[src/rtl/sam_mul_arbiter_pkg.sv]
// Shared constants, tag type and round-robin pick helper for the
// multiplier-sharing arbiter.
package sam_arb_pkg;

   localparam int NREQ = 4;
   localparam int W    = 32;
   localparam int LAT  = 2;
   localparam int ID_W = $clog2(NREQ);

   typedef struct packed {
      logic            valid;
      logic [ID_W-1:0] id;
   } sam_tag_t;

   typedef struct packed {
      logic            found;
      logic [ID_W-1:0] id;
   } rr_pick_t;

   // Scan the request vector starting at ptr and wrapping around; the
   // first asserted requester found is the winner.
   function automatic rr_pick_t rr_pick(input logic [NREQ-1:0] req,
                                        input logic [ID_W-1:0] ptr);
      rr_pick_t        r;
      logic [ID_W-1:0] idx;
      r.found = 1'b0;
      r.id    = '0;
      for (int k = 0; k < NREQ; k++) begin
         idx = ID_W'((int'(ptr) + k) % NREQ);
         if (!r.found && req[idx]) begin
            r.found = 1'b1;
            r.id    = idx;
         end
      end
      return r;
   endfunction

endpackage

[src/rtl/sam_mul_arbiter_if.sv]
// Requester-side bus of the shared multiplier: operand requests in,
// one-hot grants and tagged results out.
interface sam_mul_arbiter_if #(
   parameter int NREQ = sam_arb_pkg::NREQ,
   parameter int W    = sam_arb_pkg::W
);

   logic              hold;
   logic [NREQ-1:0]   req_valid;
   logic [NREQ*W-1:0] req_a;
   logic [NREQ*W-1:0] req_b;
   logic [NREQ-1:0]   req_ready;
   logic [NREQ-1:0]   resp_valid;
   logic [2*W-1:0]    resp_result;
   logic              busy;

   modport master (
      output hold, req_valid, req_a, req_b,
      input  req_ready, resp_valid, resp_result, busy
   );

   modport slave (
      input  hold, req_valid, req_a, req_b,
      output req_ready, resp_valid, resp_result, busy
   );

endinterface

[src/rtl/sam_mul_arbiter_mul_pipe.sv]
// LAT-stage unsigned W x W multiplier: operand register, combinational
// core, then LAT-1 product registers. The operand register only loads on
// an accepted request, so the product holds while no new work arrives.
module sam_mul_pipe #(
   parameter int W   = 32,
   parameter int LAT = 2
) (
   input  logic           clk,
   input  logic           reset,
   input  logic           load,
   input  logic [W-1:0]   a,
   input  logic [W-1:0]   b,
   output logic [2*W-1:0] product
);

   logic [W-1:0]   a_q;
   logic [W-1:0]   b_q;
   logic [2*W-1:0] core;
   logic [2*W-1:0] prod_q [LAT-1];

   // Capture the granted operand pair at the end of the accept cycle.
   always_ff @(posedge clk or posedge reset) begin
      if (reset) begin
         a_q <= '0;
         b_q <= '0;
      end else if (load) begin
         a_q <= a;
         b_q <= b;
      end
   end

   // Full-width unsigned product; operands are zero-extended so nothing truncates.
   always_comb begin
      core = {{W{1'b0}}, a_q} * {{W{1'b0}}, b_q};
   end

   // Product register chain that brings the total depth up to LAT.
   always_ff @(posedge clk or posedge reset) begin
      if (reset) begin
         for (int i = 0; i < LAT - 1; i++) prod_q[i] <= '0;
      end else begin
         prod_q[0] <= core;
         for (int i = 1; i < LAT - 1; i++) prod_q[i] <= prod_q[i-1];
      end
   end

   assign product = prod_q[LAT-2];

endmodule

[src/rtl/sam_mul_arbiter.sv]
// Round-robin scheduler sharing one pipelined multiplier among NREQ
// requesters. A requester tag rides alongside each operation through a
// pipeline as deep as the multiplier, so each product is steered back to
// the requester that issued it. Tag ids are sized by the package NREQ.
module sam_mul_arbiter
   import sam_arb_pkg::*;
#(
   parameter int NREQ = sam_arb_pkg::NREQ,
   parameter int W    = sam_arb_pkg::W,
   parameter int LAT  = sam_arb_pkg::LAT
) (
   input  logic            clk,
   input  logic            reset,
   sam_mul_arbiter_if.slave bus
);

   rr_pick_t        pick;
   logic [ID_W-1:0] rr_ptr;
   logic [ID_W-1:0] win_id;
   logic            accept;
   logic [NREQ-1:0] ready;
   logic [W-1:0]    win_a;
   logic [W-1:0]    win_b;
   sam_tag_t        tag_q [LAT];
   logic [NREQ-1:0] resp_valid;
   logic            busy;

   // Pick a winner starting at rr_ptr; grant only when not held and not in reset.
   always_comb begin
      pick   = rr_pick(bus.req_valid, rr_ptr);
      win_id = pick.id;
      accept = pick.found & ~bus.hold & ~reset;
      ready  = '0;
      if (accept) ready[win_id] = 1'b1;
      win_a  = bus.req_a[int'(win_id)*W +: W];
      win_b  = bus.req_b[int'(win_id)*W +: W];
   end

   assign bus.req_ready = ready;

   // Advance the pointer past the winner so it gets lowest priority next time.
   always_ff @(posedge clk or posedge reset) begin
      if (reset) begin
         rr_ptr <= '0;
      end else if (accept) begin
         rr_ptr <= (win_id == ID_W'(NREQ - 1)) ? '0 : win_id + ID_W'(1);
      end
   end

   // Tag pipeline shifts every cycle; idle cycles inject a bubble.
   always_ff @(posedge clk or posedge reset) begin
      if (reset) begin
         for (int i = 0; i < LAT; i++) tag_q[i] <= '0;
      end else begin
         tag_q[0].valid <= accept;
         tag_q[0].id    <= accept ? win_id : '0;
         for (int i = 1; i < LAT; i++) tag_q[i] <= tag_q[i-1];
      end
   end

   // Decode the output-stage tag into the one-hot strobe and derive busy.
   always_comb begin
      resp_valid = '0;
      if (tag_q[LAT-1].valid) resp_valid[tag_q[LAT-1].id] = 1'b1;
      busy = 1'b0;
      for (int i = 0; i < LAT; i++) busy = busy | tag_q[i].valid;
   end

   assign bus.resp_valid = resp_valid;
   assign bus.busy       = busy;

   sam_mul_pipe #(
      .W   (W),
      .LAT (LAT)
   ) u_mul (
      .clk     (clk),
      .reset   (reset),
      .load    (accept),
      .a       (win_a),
      .b       (win_b),
      .product (bus.resp_result)
   );

endmodule

[src/flat_wrapper.sv]
// flat-port wrapper written by rule: the top's interface ports become plain ports
module sam_mul_arbiter_flat import sam_arb_pkg::*;
#(
   parameter int NREQ = sam_arb_pkg::NREQ,
   parameter int W    = sam_arb_pkg::W,
   parameter int LAT  = sam_arb_pkg::LAT
)
  (clk, reset, bus_hold, bus_req_valid, bus_req_a, bus_req_b, bus_req_ready, bus_resp_valid, bus_resp_result, bus_busy);
  sam_mul_arbiter_if #(.NREQ(NREQ), .W(W)) bus_i ();
  input  logic clk;
  input  logic reset;
  input wire logic [$bits(bus_i.hold)-1:0] bus_hold;
  input wire logic [$bits(bus_i.req_valid)-1:0] bus_req_valid;
  input wire logic [$bits(bus_i.req_a)-1:0] bus_req_a;
  input wire logic [$bits(bus_i.req_b)-1:0] bus_req_b;
  output wire logic [$bits(bus_i.req_ready)-1:0] bus_req_ready;
  output wire logic [$bits(bus_i.resp_valid)-1:0] bus_resp_valid;
  output wire logic [$bits(bus_i.resp_result)-1:0] bus_resp_result;
  output wire logic [$bits(bus_i.busy)-1:0] bus_busy;
  assign bus_i.hold = bus_hold;
  assign bus_i.req_valid = bus_req_valid;
  assign bus_i.req_a = bus_req_a;
  assign bus_i.req_b = bus_req_b;
  assign bus_req_ready = bus_i.req_ready;
  assign bus_resp_valid = bus_i.resp_valid;
  assign bus_resp_result = bus_i.resp_result;
  assign bus_busy = bus_i.busy;
  sam_mul_arbiter #(.NREQ(NREQ), .W(W), .LAT(LAT)) u_core (.clk(clk), .reset(reset), .bus(bus_i));
endmodule
[config.mk]
export PLATFORM = sky130hd
export DESIGN_NAME = sam_mul_arbiter_flat
export DESIGN_NICKNAME = d
export VERILOG_FILES = /design/src/rtl/sam_mul_arbiter_pkg.sv /design/src/rtl/sam_mul_arbiter_if.sv /design/src/rtl/sam_mul_arbiter_mul_pipe.sv /design/src/rtl/sam_mul_arbiter.sv /design/src/flat_wrapper.sv
export SDC_FILE = /design/constraint.sdc
export NUM_CORES = 2
export LEC_CHECK = 0
export CORE_MARGIN = 2
export CORE_UTILIZATION = 45
export CTS_CLUSTER_DIAMETER = 40
export CTS_CLUSTER_SIZE = 28
export DETAILED_ROUTE_END_ITERATION = 7
export PLACE_DENSITY_LB_ADDON = 0.15
export SLEW_MARGIN = 20
export SYNTH_ARGS = -nofsm -noshare
export SYNTH_HDL_FRONTEND = slang
export SYNTH_SLANG_ARGS = --single-unit
[constraint.sdc]
create_clock -name clk -period 11.7 [get_ports clk]
set_input_delay 1.17 -clock clk [delete_from_list [all_inputs] [get_ports clk]]
set_output_delay 1.17 -clock clk [all_outputs]
set_load 0.005 [all_outputs]
# [Yosys cells after proc, flatten, opt, wreduce, memory -nomap -nowiden]
# Index checks and enable logic that the tools add are counted.
[word_totals] latchBits=0 in_bits=263 word_cells=57 rom_bits=0 ram_bits=0 output_inout_bits=73 ff_bits=136 mem_count=0
[classes] n_eq_ne=1 reduce_logical=8 div_mod_pow=0 shifts=2 n_addsub=4 order_cmp=8 muxes=20 bitwise_logic=5 mul=1
[ops] cell="$shiftx 128x8->32" n=2
[ops] cell="$mul 32x32->64" n=1
[ops] cell="$lt 2x3->1 const B" n=6
[ops] cell="$mux 3" n=4
[ops] cell="$bmux 1 s2" n=4
[ops] cell="$mux 4" n=2
[ops] cell="$mux 1" n=6
[ops] cell="$logic_and 1x1->1" n=5
[ops] cell="$add 2x1->2 const B" n=2
[ops] cell="$add 2x2->2 const B" n=2
[ops] cell="$demux 1 s2" n=2
[ops] cell="$ge 2x1->1 const B" n=2
[ops] cell="$mux 2" n=2
[ops] cell="$logic_not 1->1" n=3
[ops] cell="$and 1x1->1" n=2
[ops] cell="$eq 2x2->1 const B" n=1
[ops] cell="$not 1->1" n=2
[ops] cell="$or 1x1->1" n=1

# [Depth between registers and ports, before layout]
[depth] word_depth=17 ltp_mapped=29

# [Hierarchy]
# Synthesis repeated with hierarchy kept, for this count alone.
[hier_totals] cells_unflattened=4145 hier_area_um2=39925.8
[by_module_without_submodules] mod="sam_mul_pipe" area_per_inst_um2=37259.5 cells_per_inst=3890 instances=1 seq_area_each_um2=3203.1
[by_module_without_submodules] mod="sam_mul_arbiter" area_per_inst_um2=2666.3 cells_per_inst=255 instances=1 seq_area_each_um2=200.2

# [Worst setup path after synthesis]
# OpenSTA, ideal clock, no wires.
[synth_timing] path_kind="reg2reg" startpoint="reg u_core.u_mul.b_q[2]" endpoint="reg u_core.u_mul.prod_q (netlist bit u_core.u_mul.product[54])" setup_slack_ns=4.777 arrival_time_ns=6.844 path_stages_with_launch=26 t_required_ns=11.620 synth_period_minus_slack_ns=6.923 setup_time_ns=0.080 cell_sequence="dfrtp_1 clkbuf_1 and2_1 fa_1 inv_1 fa_1 fa_1 fa_1 inv_1 fa_1 fa_1 fa_1 inv_1 fa_1 inv_1 ha_1 buf_6 a211o_1 a21oi_4 o311ai_1 nor4_2 o31ai_2 a31o_2 a21o_4 o31ai_2 xnor2_1"
[synth_via] elab_chain_cells=1
[synth_lines] element="start, declared" line="sam_mul_arbiter_mul_pipe.sv:17" source="logic [W-1:0] b_q;"
[synth_lines] element="start signal, assigned" line="sam_mul_arbiter_mul_pipe.sv:25" source="b_q <= '0;"
[synth_lines] element="start signal, assigned" line="sam_mul_arbiter_mul_pipe.sv:28" source="b_q <= b;"
[synth_lines] element="$mul 32x32->64" line="sam_mul_arbiter_mul_pipe.sv:34" source="core = {{W{1'b0}}, a_q} * {{W{1'b0}}, b_q};"
[synth_lines] element="via u_core.u_mul.core[54]" line="sam_mul_arbiter_mul_pipe.sv:18" source="logic [2*W-1:0] core;"
[synth_lines] element="end, declared" line="sam_mul_arbiter_mul_pipe.sv:19" source="logic [2*W-1:0] prod_q [LAT-1];"
# The timed path passes the listed nets, and every way through them passes these cells.
# A chain may end at the register's enable or synchronous reset.

# [Worst setup path in the final report]
[layout_timing] startpoint="reg u_core.u_mul.a_q[16]" endpoint="reg u_core.u_mul.prod_q (netlist bit u_core.u_mul.product[60])"
[layout_via] elab_chain_cells=1
[layout_lines] element="start, declared" line="sam_mul_arbiter_mul_pipe.sv:16" source="logic [W-1:0] a_q;"
[layout_lines] element="start signal, assigned" line="sam_mul_arbiter_mul_pipe.sv:24" source="a_q <= '0;"
[layout_lines] element="start signal, assigned" line="sam_mul_arbiter_mul_pipe.sv:27" source="a_q <= a;"
[layout_lines] element="$mul 32x32->64" line="sam_mul_arbiter_mul_pipe.sv:34"
[layout_lines] element="via u_core.u_mul.core[60]" line="sam_mul_arbiter_mul_pipe.sv:18"
# The timed path passes the listed nets, and every way through them passes these cells.

==> reports/qor.yml <==
grt:
  grtUsageMet3: 0.02464
  grt.overflow.total: 0
  grtUsageMet1: 0.3351
  antenna_found_initial: 1
  grt_max_degree: 115
  first_global_vias: 32180
  busiest_layer: "met2"
  grt_pass1_wl_um: 186000
  grtUsageMet2: 0.4861
  grt_use_total: 0.2719
setup_path:
  crit_path_start_kind: "flip-flop"
  crit_top_cell: "fa_1"
  endpoint_kind: "flip-flop"
  arrival_ns: 8.60
  crit_buf_inv: 3
  critical_path.top_delay_family: "adder cells"
  worstPathCellList: "buf_4 -> and2_1 -> fa_1 -> fa_1 -> inv_1 -> fa_1 -> fa_1 -> inv_1 -> fa_1 -> fa_1 -> fa_1 -> fa_1 -> ha_1 -> a21oi_1 -> o21bai_1 -> a21boi_0 -> o21ai_1 -> a221oi_1 -> a21oi_1 -> nor2_1 -> o21a_1 -> o311ai_1"
  cp.required_ns: 12.08
  crit_type: "flip-flop to flip-flop"
  worst-path-max-fanout: 18
  critPathMaxStageDelay_ns: 0.81
  slowest_stage: "dfrtp_1"
final_layout:
  fin_area_mm2: 0.04462
  final_layout_size_suffix_gt1_frac: 0.02845
  final_cells: 5841
  area_growth_pct: 12.14
  final_net_count: 6088
clock_network:
  clock_latency_ns: 0.52
  clock-sinks: 136
  clockBufferDepth: 2
  cts_resized: 0
  post-cts-setup-buffers: 0
  post_cts_hold_buffer_count: 0
  cts_made_buffers: 17
  clk_pin_slew_ns: 0.09
  cts_root_buffer: "clkbuf_16"
  cts_tree: "yes"
  cts-htree-levels: 4
logic_synthesis:
  synth_mux_area_frac: 0.0002516
  syn_area_mm2: 0.03979
  synth_top_area_frac: 0.4508
  synth_area_per_cell_um2: 8.795
  synth-async-reset-ratio: 1.000
  synth.most_common_cell: "fa_1"
  synthXorXnorAreaFrac: 0.01365
  synth_top_area_cell: "fa_1"
  synth_common_cells: "fa_1 (896), nand2_1 (876), inv_1 (869)"
  synth-simple-area-share: 0.2014
  syn_inst: 4524
  yosysWarnings: 0
  synthTopCellsByArea: "fa_1 (45%), and2_1 (9.4%), dfrtp_1 (8.6%)"
  synth_edf_count: 0
  synth_top_family_by_area: "adder cells"
  synthFlopType: "dfrtp_1"
  synthAdderAreaFrac: 0.5348
  yosysSeqAreaShare: 0.08553
  syn_nets: 5950
  ys_types: 64
  synth_seq_cells: 136
  synth_compound_area_frac: 0.05607
outcome:
  status: "complete, no violations"
place:
  finalWeightedCongestion: 0.8606
  placedCellCount: 5808
  portBuffers: 335
  dpl-instance-area_mm2: 0.04403
  dp_hpwl_um: 94050
route:
  wire_per_inst_um: 20.63
  drt-total-wl_um: 120500
  firstDrtPassIters: 5
  avgViaCountPerCell: 5.192
  drc_errors: 0
  antenna_left: 0
  dr_total_vias: 30330
  drtIter0Drc: 1721
sta:
  skew_ns: 0.03645
  final_max_slew_viol_count: 0
  rsz0062_at_grt: "no"
  finalHoldViolCount: 0
  finalCriticalPeriod_ns: 8.215
  worst_pin_slew_ns: 1.036
  fmaxAchievable_mhz: 121.7
  finalSetupViolations: 0
  tns_ns: 0
  fin_crit_sh: 0.7021
  max_slew_margin: 0.3090
flow_run:
  max-cap-violations: 0
die:
  initial_utilization: 0.4523
  dieArea_mm2: 0.09081
  core_area_mm2: 0.08797
  fp.dieW_um: 301.4
  pin_count: 336
  rows: 109
  die_y_um: 301.4
hold_path:
  hold_path.class: "flip-flop to flip-flop"
==> kinds of logic after synthesis <==
group | after synthesis
adders and majority gates | 1163
and+or+nand+nor | 1662
xor gates and xnor gates | 62
buffers and inverters | 1144
DFF | 136
AOI/OAI and AO/OA | 356
muxes | 1
==> layout by cell type (no fill, tap or decap), drive strengths merged, types with 4 or more instances in the layout <==
master	count
o211ai	4
xor2	20
clkinv	4
a31oi	12
a221oi	4
nor3	12
fa	896
o21ai	170
nand3	74
and3	15
clkbuf	17
a21o	40
nand4	17
inv	876
nor2	39
clkdlybuf4s50	335
nand2b	7
ha	267
o21a	8
o31ai	7
nor2b	6
or2	4
dfrtp	136
nand2	879
a211oi	7
a211o	4
buf	59
and2	600
o21bai	8
a21oi	70
xnor2	42
==> per-layer routing <==
metal | wire [um] | vias up
li1 | - | 13610
met1 | 47080 | 15780
met2 | 63770 | 727
met3 | 4241 | 213
met4 | 5440 | 0
met5 | 0 | -
==> final cells by class <==
type	count	area (um2)
inverter	869	3268
timing repair buffer	394	3796
fill	8460	43350
clock buffer	17	425.4
multi-input combinational	3244	32100
clock inverter	15	160.2
antenna	1	2.502
tap	1165	1458
sequential	136	3413
==> state kept, by name (all words and copies together), names as in the netlist <==
name and cells:
u_core.u_mul.b_q 32, u_core.u_mul.product 64, u_core.tag_q 6, u_core.rr_ptr 2, u_core.u_mul.a_q 32
==> final timing paths <==
path / cells after the start / from / slack (ns) / to
worst max-delay path: 22 / u_core.u_mul.a_q[16] / 3.49 / u_core.u_mul.product[60]
worst min-delay path: 0 / u_core.tag_q[4] / 0.35 / u_core.tag_q[1]
worst max register to register: 22 / u_core.u_mul.a_q[16] / 3.49 / u_core.u_mul.product[60]
worst min register to register: 0 / u_core.tag_q[4] / 0.35 / u_core.tag_q[1]
max in group asynchronous: 3 / reset / 9.11 / u_core.u_mul.product[46]
min in group asynchronous: 2 / reset / 1.22 / u_core.u_mul.b_q[14]
==> through the flow <==
| stage | utilization | hold slack [ns] | setup slack, ns |
|---|---|---|---|
| final | 0.5072 | 0.3498 | 3.485 |
| after global routing | 0.5072 | 0.3655 | 3.081 |
| after detailed placement | 0.5005 | 0.3356 | 3.355 |
| after global placement | 0.5005 | 0.3315 | 3.497 |
| after CTS | 0.5072 | 0.3514 | 3.372 |
| after floorplan | - | 0.3312 | 4.777 |
Power is not shown: default switching activity piles up to over one toggle a cycle in this logic, so the estimate is an artifact.
